## src/rtl/estirador_pulso.sv

```systemverilog
// Pulse stretcher: turns single-cycle events into HOLD_CYCLES-wide strobes separated by at least GAP_CYCLES low,
// queuing events that arrive during a strobe. Define PULSO_RETRIGGER_EN to let events during a strobe extend it instead.
module estirador_pulso #(
    parameter int HOLD_CYCLES = 8,
    parameter int GAP_CYCLES  = 4,
    parameter int PEND_W      = 3
) (
    input  logic              CLK,
    input  logic              reset,
    input  logic              entra,
    output logic              salida,
    output logic              ocupado,
    output logic [PEND_W-1:0] pendientes,
    output logic              desborde
);

    localparam int MAXC = (HOLD_CYCLES > GAP_CYCLES) ? HOLD_CYCLES : GAP_CYCLES;
    localparam int CW   = $clog2(MAXC + 1);
    localparam logic [CW-1:0]     HOLD_LD  = CW'(HOLD_CYCLES - 1);
    localparam logic [CW-1:0]     GAP_LD   = CW'(GAP_CYCLES - 1);
    localparam logic [PEND_W-1:0] PEND_MAX = '1;

    typedef enum logic [1:0] {IDLE, ACTIVO, PAUSA} estado_t;

    estado_t           state_q, state_d;
    logic [CW-1:0]     cnt_q, cnt_d;
    logic [PEND_W-1:0] pend_q, pend_d;
    logic              desb_q, desb_d;
    logic              salida_q, salida_d;
    logic              ocup_q, ocup_d;
    logic              enq, deq, retrig;

`ifdef PULSO_RETRIGGER_EN
    assign retrig = entra && (state_q == ACTIVO);
`else
    assign retrig = 1'b0;
`endif

    always_ff @(posedge CLK or negedge reset) begin
        if (!reset) begin
            state_q  <= IDLE;
            cnt_q    <= '0;
            pend_q   <= '0;
            desb_q   <= 1'b0;
            salida_q <= 1'b0;
            ocup_q   <= 1'b0;
        end else begin
            state_q  <= state_d;
            cnt_q    <= cnt_d;
            pend_q   <= pend_d;
            desb_q   <= desb_d;
            salida_q <= salida_d;
            ocup_q   <= ocup_d;
        end
    end

    always_comb begin
        state_d = state_q;
        cnt_d   = (cnt_q != '0) ? cnt_q - 1'b1 : cnt_q;
        pend_d  = pend_q;
        desb_d  = desb_q;
        enq     = 1'b0;
        deq     = 1'b0;
        case (state_q)
            IDLE: begin
                if (entra) begin
                    state_d = ACTIVO;
                    cnt_d   = HOLD_LD;
                end
            end
            ACTIVO: begin
                enq = entra && !retrig;
                if (retrig) begin
                    cnt_d = HOLD_LD;
                end else if (cnt_q == '0) begin
                    state_d = PAUSA;
                    cnt_d   = GAP_LD;
                end
            end
            PAUSA: begin
                enq = entra;
                if (cnt_q == '0) begin
                    // An event on this very edge counts toward the restart decision.
                    if ((pend_q != '0) || entra) begin
                        state_d = ACTIVO;
                        cnt_d   = HOLD_LD;
                        deq     = 1'b1;
                    end else begin
                        state_d = IDLE;
                    end
                end
            end
            default: state_d = IDLE;
        endcase

        if (enq && !deq) begin
            if (pend_q == PEND_MAX) desb_d = 1'b1;
            else                    pend_d = pend_q + 1'b1;
        end else if (deq && !enq) begin
            pend_d = pend_q - 1'b1;
        end
    end

    always_comb begin
        salida_d = (state_d == ACTIVO);
        ocup_d   = (state_d != IDLE) || (pend_d != '0);
    end

    assign salida     = salida_q;
    assign ocupado    = ocup_q;
    assign pendientes = pend_q;
    assign desborde   = desb_q;

endmodule

```

## config.mk

```make
export PLATFORM = sky130hd
export DESIGN_NAME = estirador_pulso
export DESIGN_NICKNAME = d
export VERILOG_FILES = /design/src/rtl/estirador_pulso.sv
export SDC_FILE = /design/constraint.sdc
export NUM_CORES = 1
export LEC_CHECK = 0
export ABC_AREA = 1
export BUFFER_PORTS_ARGS = -buffer_cell sky130_fd_sc_hd__buf_4
export CORE_UTILIZATION = 55
export DETAILED_ROUTE_END_ITERATION = 16
export PLACE_DENSITY = 0.75
export SLEW_MARGIN = 40
export SYNTH_ARGS = -nofsm -noshare
export SYNTH_HDL_FRONTEND = slang
export SYNTH_SLANG_ARGS = --single-unit
```

## constraint.sdc

```tcl
create_clock -name CLK -period 1.9 [get_ports CLK]
set_input_delay 0.285 -clock CLK [delete_from_list [all_inputs] [get_ports CLK]]
set_output_delay 0.285 -clock CLK [all_outputs]
set_load 0.01 [all_outputs]
```

==> impl_metrics.tcl <==
set metrics [dict create \
    synth_common_cells "nand2_1 (23), nand3_1 (14), dfrtp_1 (12), inv_1 (12), ha_1 (9)" \
    critPathMaxFanout 4 \
    drtAntennaViolNets 0 \
    cts_sinks 12 \
    hold_path_class "in -> reg" \
    ir_drop_uv 1090 \
    final_cells 136 \
    wl_per_cell_um 12.8 \
    core_region_area_um2 1370 \
    h-tree-depth 1 \
    gp_congestion 0.782 \
    row_count 13 \
    skew_ps 2.52 \
    end_kind "flop" \
    critPathTopFamily "simple AND/OR/NAND/NOR gates" \
    tightestPinTransition_ps 247 \
    grt_max_degree 13 \
    finalSetupViolations 0 \
    hpwl_mm 1.36 \
    synth_cells 108 \
    clockBufferDepth 2 \
    cp_num_buf_inv 2 \
    cts-root-buf "clkbuf_4" \
    initial_core_util_pct 61.4 \
    cts_tree "done" \
    syn_nets 120 \
    cp_slowest_cell "dfrtp_1" \
    cts_buffers 3 \
    drive_above_1_share_pct 22.3 \
    cap_violations 0 \
    nNetsFinal 134 \
    fp.dieW_um 41.0 \
    post-cts-setup-buffers 0 \
    path_class "reg -> reg" \
    grt_first_pass_wirelength_mm 2.54 \
    required_ps 2070 \
    first_pass_iters 4 \
    via_count 731 \
    final.setup.tns_ps 0 \
    drt_iter0_drc 17 \
    yosys.area.top_type "dfrtp_1" \
    ys_seq_area_share_pct 35.8 \
    synthArstFlopShare_pct 100 \
    grt_pass1_vias 608 \
    clk_transition_reported_paths_ps 80 \
    synth_most_common_cell "nand2_1" \
    finalCriticalPeriod_ps 1720 \
    relSlewSlack_pct 83.5 \
    yosysWarningCount 0 \
    avgViaCountPerCell 5.38 \
    area_growth_pct 15.2 \
    grt_usage_pct 24.1 \
    status "completed" \
    insertion_delay_ps 270 \
    fmax_mhz 583 \
    p_leak_nw 0.516 \
    grt_overflow_total 0 \
    cp-start-kind "flop" \
    min_period_over_period_pct 90.3 \
    dieArea_um2 1680 \
    cpMostUsedCell "nand2_2" \
    dp.cells 131 \
    synth_edf_count 0 \
    synthTopCellsByArea "dfrtp_1 (36%), ha_1 (13%), nand2_1 (10%), nand3_1 (8.4%), inv_1 (5.4%)" \
    ys_seq_elements 12 \
    crit_path_max_incr_delay_ps 390 \
    synth-main-ff-cell "dfrtp_1" \
    syn_avg_cell_area_um2 7.76 \
    num_antenna_cells 0 \
    fp.dieH_um 41.0 \
    drv_slew 0 \
    cellPowerDensity_nw_per_um2 1830 \
    antenna_found_initial 0 \
    arrival_ps 1880 \
    crit_chain "inv_1 -> ha_1 -> nand2_2 -> nor2_4 -> nand3_2 -> nand2_2 -> inv_2 -> o21ai_1 -> nand2_2 -> nor2_2 -> nand2_1" \
    ios 9 \
    route.detailed.drc 0 \
    hold_viol_final 0 \
    yosysTopAreaCellShare_pct 35.8 \
    port_buffers 8 \
    synth_area_um2 838 \
    drt_wl_total_mm 1.74 \
    synth_cell_types 21 \
    rsz0062_at_grt "no" \
]
==> through the flow <==
stage          hold WS [ps]  total power [W]  setup slack (ps)  cell area, µm²  utilization (%)
6_report                359          0.00177               184             966             70.7
5_1_grt                 392          0.00193              45.7             966             70.7
4_1_cts                 354          0.00177               139             963             70.5
3_5_place_dp            134          0.00156               151             917             67.1
3_3_place_gp            133          0.00153               155             917             67.1
2_1_floorplan         -10.6          0.00126               346             838                -
==> worst register-to-register path: cells and delay by family (launching register included) <==
family | cells | cell delay (ps)
buffers and inverters | 2 | 140
AND/OR/NAND/NOR | 7 | 710
AO/OA/AOI/OAI | 1 | 110
flip-flops | 1 | 390
adder cells (fa/ha/maj) | 1 | 260
==> repair_timing <==
item | CTS | global route
hold buffers | 1 | 0
setup endpoints to repair | 0 | 1
endpoints found under the hold margin | 12 | 0
resized for setup | 0 | 1
==> final timing paths <==
check	from	to	cells after the start	slack (ps)
setup / recovery	cnt_q[0]$_DFF_PN0_	ocupado$_DFF_PN0_	11	180
hold / removal	entra	cnt_q[3]$_DFF_PN0_	4	360
setup reg to reg	cnt_q[0]$_DFF_PN0_	ocupado$_DFF_PN0_	11	180
hold reg to reg	desborde$_DFFE_PN0P_	desborde$_DFFE_PN0P_	1	500
max in group asynchronous	reset	salida$_DFF_PN0_	2	1350
min in group asynchronous	reset	cnt_q[3]$_DFF_PN0_	2	390
==> logic make-up (layout without fill, tap and decap cells) <==
kind of cell,Yosys count,count (layout),share of synthesized area [%]
buffers and inverters,15,28,6.72
adders and majority gates,9,9,13.4
and+or+nand+nor,57,57,32.2
AOI/OAI and AO/OA,12,12,8.66
DFF,12,12,35.8
xor gates and xnor gates,3,3,3.13
==> cells in the final DEF, fill, tap and decap left out <==
| cell type | synthesis | final |
|---|---|---|
| buf_4 | 0 | 8 |
| ha_1 | 9 | 9 |
| clkbuf_4 | 0 | 3 |
| clkbuf_8 | 0 | 1 |
| nand2_2 | 5 | 6 |
| a211oi_1 | 1 | 1 |
| dfrtp_1 | 12 | 12 |
| o221ai_1 | 1 | 1 |
| nor2_2 | 3 | 3 |
| o21ai_1 | 1 | 1 |
| o21ai_0 | 6 | 6 |
| dlygate4sd3_1 | 0 | 1 |
| or2_1 | 1 | 1 |
| nor2_4 | 1 | 1 |
| or2_2 | 1 | 1 |
| nor2_1 | 8 | 8 |
| inv_1 | 12 | 12 |
| nand3_2 | 1 | 1 |
| o21bai_1 | 1 | 1 |
| nand2_1 | 23 | 22 |
| o211ai_1 | 1 | 1 |
| inv_2 | 3 | 3 |
| a31oi_1 | 1 | 1 |
| xor2_1 | 3 | 3 |
| nand3_1 | 14 | 14 |
==> registers in the layout, indices dropped and copies added (netlist names) <==
| name | cells |
|---|---|
| salida | 1 |
| desborde | 1 |
| ocupado | 1 |
| state_q | 2 |
| cnt_q | 4 |
| pendientes | 3 |
==> final cells by class <==
type | count | area [µm²]
multi-input combinational | 81 | 484
fill | 121 | 400
sequential | 12 | 300
timing repair buffer | 9 | 70.1
inverter | 15 | 56.3
clock buffer | 4 | 36.3
tap | 15 | 18.8
==> per-layer routing <==
layer / vias up / global-route usage, % / part of all wire (%)
met1: 340 / 28.7 / 46
met3: 2 / 4.89 / 3.0
met5: - / 0 / 0
met4: 0 / 10.0 / 0.63
met2: 13 / 41.4 / 50
li1: 376 / - / -
==> where the power goes <==
| part | internal [W] | total (W) | switching [W] | leakage, nW |
|---|---|---|---|---|
| logic | 0.000435 | 0.00107 | 0.000640 | 0.351 |
| registers | 0.000382 | 0.000491 | 0.000109 | 0.144 |
| clock network | 0.000116 | 0.000202 | 0.0000858 | 0.0210 |
Power figures use the tool's default switching activity.
